`config.mk`:
```
export PLATFORM = sky130hd
export DESIGN_NAME = vcc_acc_upd
export DESIGN_NICKNAME = d
export VERILOG_FILES = /design/src/rtl/vcc_pkg.sv /design/src/rtl/vcc_acc_sat.sv /design/src/rtl/vcc_acc_upd.sv
export SDC_FILE = /design/constraint.sdc
export NUM_CORES = 1
export LEC_CHECK = 0
export ABC_CLOCK_PERIOD_IN_PS = 4550
export CORE_MARGIN = 8
export CORE_UTILIZATION = 55
export CTS_CLUSTER_DIAMETER = 100
export CTS_CLUSTER_SIZE = 40
export DETAILED_ROUTE_END_ITERATION = 10
export PLACE_DENSITY = 0.82
export SLEW_MARGIN = 25
export SYNTH_ARGS = -nofsm -noshare
export SYNTH_HDL_FRONTEND = slang
export SYNTH_HIERARCHICAL = 1
export SYNTH_SLANG_ARGS = --single-unit
```
`constraint.sdc`:
```
create_clock -name clk -period 4.55 [get_ports clk]
set_clock_uncertainty 0.05 [all_clocks]
set_input_delay 0.6825 -clock clk [delete_from_list [all_inputs] [get_ports clk]]
set_output_delay 0.6825 -clock clk [all_outputs]
set_load 0.02 [all_outputs]
```
`src/rtl/vcc_pkg.sv`:
```
// Shared definitions for the accumulator/counter update stage of the coder.
// Width defaults, adaptive-statistics constants and the FSM state encoding.
package vcc_pkg;

    localparam int K_DEF           = 13;
    localparam int ACC_WIDTH_DEF   = 29;
    localparam int P_WIDTH_DEF     = 8;
    localparam int CNT49_WIDTH_DEF = 14;
    localparam int D_WIDTH_DEF     = 16;
    localparam int GAMMA0_DEF      = 1;
    localparam int GAMMA_STAR_DEF  = 6;
    localparam int ACC_INIT_DEF    = 100;
    localparam int MUL49           = 49;

    typedef enum logic [1:0] {
        ST_IDLE = 2'd0,
        ST_INIT = 2'd1,
        ST_RUN  = 2'd2
    } vcc_state_e;

endpackage

```
`src/rtl/vcc_acc_sat.sv`:
```
// Combinational accumulator next-value: S = acc + 4*mqi, saturated, plus the
// rounded halving used when the counter rescales.
module vcc_acc_sat #(
    parameter int ACC_WIDTH = 29,
    parameter int D_WIDTH   = 16
) (
    input  logic [ACC_WIDTH-1:0] acc,
    input  logic [D_WIDTH-1:0]   mqi,
    output logic [ACC_WIDTH-1:0] acc_sum,
    output logic [ACC_WIDTH-1:0] acc_half,
    output logic                 lsb
);

    localparam int SW = ACC_WIDTH + 1;

    logic [SW-1:0] sum;
    logic [SW:0]   sum_inc;
    logic [SW-1:0] half;

    assign sum     = SW'(acc) + (SW'(mqi) << 2);
    assign sum_inc = {1'b0, sum} + {{SW{1'b0}}, 1'b1};
    assign half    = sum_inc[SW:1];

    // Any carry into the top bit means the true value exceeds the register range.
    assign acc_sum  = sum[SW-1]       ? {ACC_WIDTH{1'b1}} : sum[ACC_WIDTH-1:0];
    assign acc_half = half[ACC_WIDTH] ? {ACC_WIDTH{1'b1}} : half[ACC_WIDTH-1:0];
    assign lsb      = sum[0];

endmodule

```
`src/rtl/vcc_acc_upd.sv`:
```
// Adaptive statistics update: counter, 49*counter and accumulator for the next
// sample, with periodic rescale. One-cycle latency; state exposed on 'state'.
module vcc_acc_upd
    import vcc_pkg::*;
#(
    parameter int K           = K_DEF,
    parameter int ACC_WIDTH   = ACC_WIDTH_DEF,
    parameter int P_WIDTH     = P_WIDTH_DEF,
    parameter int CNT49_WIDTH = CNT49_WIDTH_DEF,
    parameter int D_WIDTH     = D_WIDTH_DEF,
    parameter int GAMMA0      = GAMMA0_DEF,
    parameter int GAMMA_STAR  = GAMMA_STAR_DEF,
    parameter int ACC_INIT    = ACC_INIT_DEF
) (
    input  logic                   clk,
    input  logic                   rst_n,
    input  logic                   start_i,
    input  logic                   en_i,
    input  logic [D_WIDTH-1:0]     mqi_i,
    output logic                   valid_o,
    output logic [P_WIDTH-1:0]     pcnt_o,
    output logic [CNT49_WIDTH-1:0] cnt49_o,
    output logic [ACC_WIDTH-1:0]   acc_o,
    output logic                   rescale_o,
    output logic                   rbit_o,
    output vcc_state_e             state
);

    localparam logic [P_WIDTH-1:0]     PCNT_INIT = P_WIDTH'(2**GAMMA0);
    localparam logic [P_WIDTH-1:0]     PCNT_TOP  = P_WIDTH'(2**GAMMA_STAR - 1);
    localparam logic [P_WIDTH-1:0]     PCNT_HALF = P_WIDTH'(2**(GAMMA_STAR - 1));
    localparam logic [CNT49_WIDTH-1:0] C49_INIT  = CNT49_WIDTH'(MUL49 * 2**GAMMA0);
    localparam logic [CNT49_WIDTH-1:0] C49_HALF  = CNT49_WIDTH'(MUL49 * 2**(GAMMA_STAR - 1));
    localparam logic [CNT49_WIDTH-1:0] C49_STEP  = CNT49_WIDTH'(MUL49);
    localparam logic [ACC_WIDTH-1:0]   ACC_RST   = ACC_WIDTH'(ACC_INIT);

    if (K < 1 || GAMMA0 >= GAMMA_STAR || GAMMA_STAR > P_WIDTH ||
        D_WIDTH + 2 > ACC_WIDTH + 1) begin : g_bad_param
        $error("vcc_acc_upd: illegal parameter combination");
    end

    logic [ACC_WIDTH-1:0] acc_sum;
    logic [ACC_WIDTH-1:0] acc_half;
    logic                 sum_lsb;

    vcc_acc_sat #(
        .ACC_WIDTH (ACC_WIDTH),
        .D_WIDTH   (D_WIDTH)
    ) u_sat (
        .acc      (acc_o),
        .mqi      (mqi_i),
        .acc_sum  (acc_sum),
        .acc_half (acc_half),
        .lsb      (sum_lsb)
    );

    // start_i takes priority in every state; a sample arriving with it is dropped.
    always_ff @(posedge clk or negedge rst_n) begin
        if (!rst_n) begin
            state     <= ST_IDLE;
            valid_o   <= 1'b0;
            pcnt_o    <= '0;
            cnt49_o   <= '0;
            acc_o     <= '0;
            rescale_o <= 1'b0;
            rbit_o    <= 1'b0;
        end else begin
            valid_o   <= 1'b0;
            rescale_o <= 1'b0;
            rbit_o    <= 1'b0;
            if (start_i) begin
                state <= ST_INIT;
            end else begin
                case (state)
                    ST_INIT: begin
                        pcnt_o  <= PCNT_INIT;
                        cnt49_o <= C49_INIT;
                        acc_o   <= ACC_RST;
                        state   <= ST_RUN;
                    end
                    ST_RUN: begin
                        if (en_i) begin
                            valid_o <= 1'b1;
                            if (pcnt_o == PCNT_TOP) begin
                                acc_o     <= acc_half;
                                pcnt_o    <= PCNT_HALF;
                                cnt49_o   <= C49_HALF;
                                rescale_o <= 1'b1;
                                rbit_o    <= sum_lsb;
                            end else begin
                                acc_o   <= acc_sum;
                                pcnt_o  <= pcnt_o + 1'b1;
                                cnt49_o <= cnt49_o + C49_STEP;
                            end
                        end
                    end
                    default: state <= ST_IDLE;
                endcase
            end
        end
    end

endmodule

```
==> qor.yml <==
status: "complete, no violations"
wl_met3_um: 639
cp_cell_sequence: "clkdlybuf4s50_1, ha_1, inv_1, fa_1, nand2b_1, a211oi_4, o21a_1, o32ai_1, nor3_2, nand3b_4, nor4_2, and4bb_1, xnor2_1, mux2i_1, o21ai_2"
setup_viol: 0
power_frac_seq_pct: 44.1
cts_buffer_depth: 2
ys_warn_count: 6
start_kind: "input port"
vdd_ir_drop_max_mv: 0.190
cts_resized: 0
nNetsFinal: 670
wl_per_cell_um: 17.4
fin_hold_ws_ps: 431
placedCellCount: 729
drive_above_1_share_pct: 8.27
crit_family: "simple AND/OR/NAND/NOR gates"
crit_path_top_delay_cell: "nor4_2"
wl_met2_mm: 6.29
antenna_found_initial: 0
fin_area_um2: 5680
hold_viol_final: 0
synth_edf_count: 0
register_area_um2: 1400
slew_headroom_pct: 32.0
start_util_pct: 55.4
finalCriticalPeriod_ps: 4250
io_buffers: 75
cap_violations: 0
grt_overflow: 0
num-fill-cells: 720
htreeDepth: 2
die_w_um: 109
clkPwrFrac_pct: 23.5
dpl.hpwl_mm: 9.70
insertedDiodeCount: 0
drt_pass1_iterations: 4
critPathKind: "input port to flop"
final_antenna_net_count: 0
worst_pin_slew_ps: 1010
internal-power_w: 0.000805
netlist.area_leader.share_pct: 29.6
clock-sinks: 56
viasPerCell: 5.90
yosys-top-cells-area: "dfrtp_1, nand2_1, xor2_1"
grt_pass1_vias: 4251
grt_max_degree: 57
dieArea_um2: 11800
area_delta_synth_final_pct: 19.9
grt.total_usage_pct: 22.0
path_buf_inv: 2
vias: 4348
die-height_um: 109
post-route-drc-count: 0
cp_max_fo: 6
p_sw_w: 0.000459
leakagePower_nw: 2.32
insertion_delay_ps: 320
synth_ff_type: "dfrtp_1"
clock.fmax_mhz: 235
ios: 76
synth.cell_area_um2: 4730
stdcell_count: 737
critical_path.max_stage_delay_ps: 550
ys_ff_latch: 56
combPwrFrac_pct: 32.5
wl_met1_mm: 5.60
postCtsSetupBuffers: 0
multi_input_area_um2: 3140
switching_share_pct: 36.3
highest_layer: "met4"
gp_congestion: 0.894
cts_hold_buffers: 0
cts.reportedPaths.clkPinSlew_ps: 120
dr.first_iter.drc_count: 296
ys_async_sr_fraction_pct: 100
synthCells: 558
power.density_nw_per_um2: 223
yosysUniqueCellTypes: 71
row_count: 34
routed_wl_mm: 12.9
setup_ws_ps: 302
core_area_um2: 8550
end_kind: "flop"
required_ps: 4710
cts_inserted_buffers: 5
place_ws_ps: -12.1
period_share_pct: 93.4
final_common_cell: "nand2_1"
grt_pass1_wl_mm: 20.9
cts-root-buf: "clkbuf_8"
placed_area_um2: 5580
rsz0062_at_grt: "no"
slew_violations: 0
arrival_ps: 4400
hp-class: "input port to async pin"
yosys.area.top_type: "dfrtp_1"
syn_nets: 600
mostFrequentLayoutCells: "nand2_1, clkdlybuf4s50_1, dfrtp_1"
seq_area_frac_synth_pct: 29.6
syn_area_per_cell_um2: 8.48
cts_tree: "built"
## sequential cells by signal (all words and copies together) (netlist names)
signal and cells:
acc_o 29, cnt49_o 14, pcnt_o 8, rbit_o 1
rescale_o 1, state 2, valid_o 1
## stage by stage
stage                     util (%)  total power (W)  TNS [ps]
after floorplan                  -         0.000829         0
after global placement        65.3         0.000964         0
after detailed placement      65.3         0.000974     -12.1
after CTS                     66.4          0.00127         0
after global routing          66.4          0.00134         0
final                         66.4          0.00126         0
## synth_stat cells (11+ instances only)
library cell   n
nand2b_1      13
a21oi_1       21
a31oi_1       12
nor3_1        11
nor2_1        40
xor2_1        36
o21ai_0       24
xnor2_1       21
nand3_1       19
dfrtp_1       56
inv_1         13
ha_1          21
o21ai_1       18
nand2_1       91
mux2i_1       27
## worst register-to-register path, cell delays in order, from the launching register on
cell,delay [ps]
dfrtp_1,430
ha_1,210
inv_1,60
fa_1,390
nand2b_1,210
a211oi_4,360
o21a_1,200
o32ai_1,150
nor3_2,360
nand3b_4,150
nor4_2,550
and4bb_1,290
xnor2_1,60
mux2i_1,180
o21ai_2,70
## layout make-up
cell class,instances,area share (%)
multi-input cells,465,55.3
flip-flops and latches,56,24.7
repair buffers,87,15.2
well taps,108,2.38
clock buffers,5,1.21
inverters,13,0.860
clock inverters,3,0.397
## worst paths after layout
path / end / start / slack, ps / cells after the start
max in group asynchronous: acc_o[2] / rst_n / 3520 / 2
worst max register to register: acc_o[26] / acc_o[2] / 730 / 14
worst max-delay path: acc_o[26] / mqi_i[0] / 300 / 15
worst min-delay path: acc_o[11] / rst_n / 430 / 2
min in group clk: acc_o[10] / acc_o[10] / 480 / 2
worst min register to register: acc_o[10] / acc_o[10] / 480 / 2
## routing by layer
metal  GRT usage [%]  vias up
met1            27.6     2068
met5               0        -
met2            37.4      140
li1                -     2112
met3            3.31       28
met4            8.50        0
## cell families (layout without fill, tap and decap cells)
group | Yosys count | after routing | share of synthesized area (%)
AO/OA/AOI/OAI | 119 | 119 | 17.0
flip-flops | 56 | 56 | 29.6
multiplexers | 27 | 27 | 5.71
adder cells (fa/ha/maj) | 22 | 22 | 5.97
buffers and inverters | 37 | 108 | 4.28
AND/OR/NAND/NOR | 238 | 238 | 26.2
XOR/XNOR | 59 | 59 | 11.2
## power groups by stage
stage	clock [W]	combinational (W)	sequential (W)
global route	0.000326	0.000451	0.000561
finish	0.000297	0.000411	0.000557
global placement	0	0.000399	0.000564
CTS	0.000306	0.000411	0.000557
floorplan	0	0.000238	0.000591
detailed placement	0	0.000408	0.000565
Note: power is estimated with default switching activity, not from simulation.
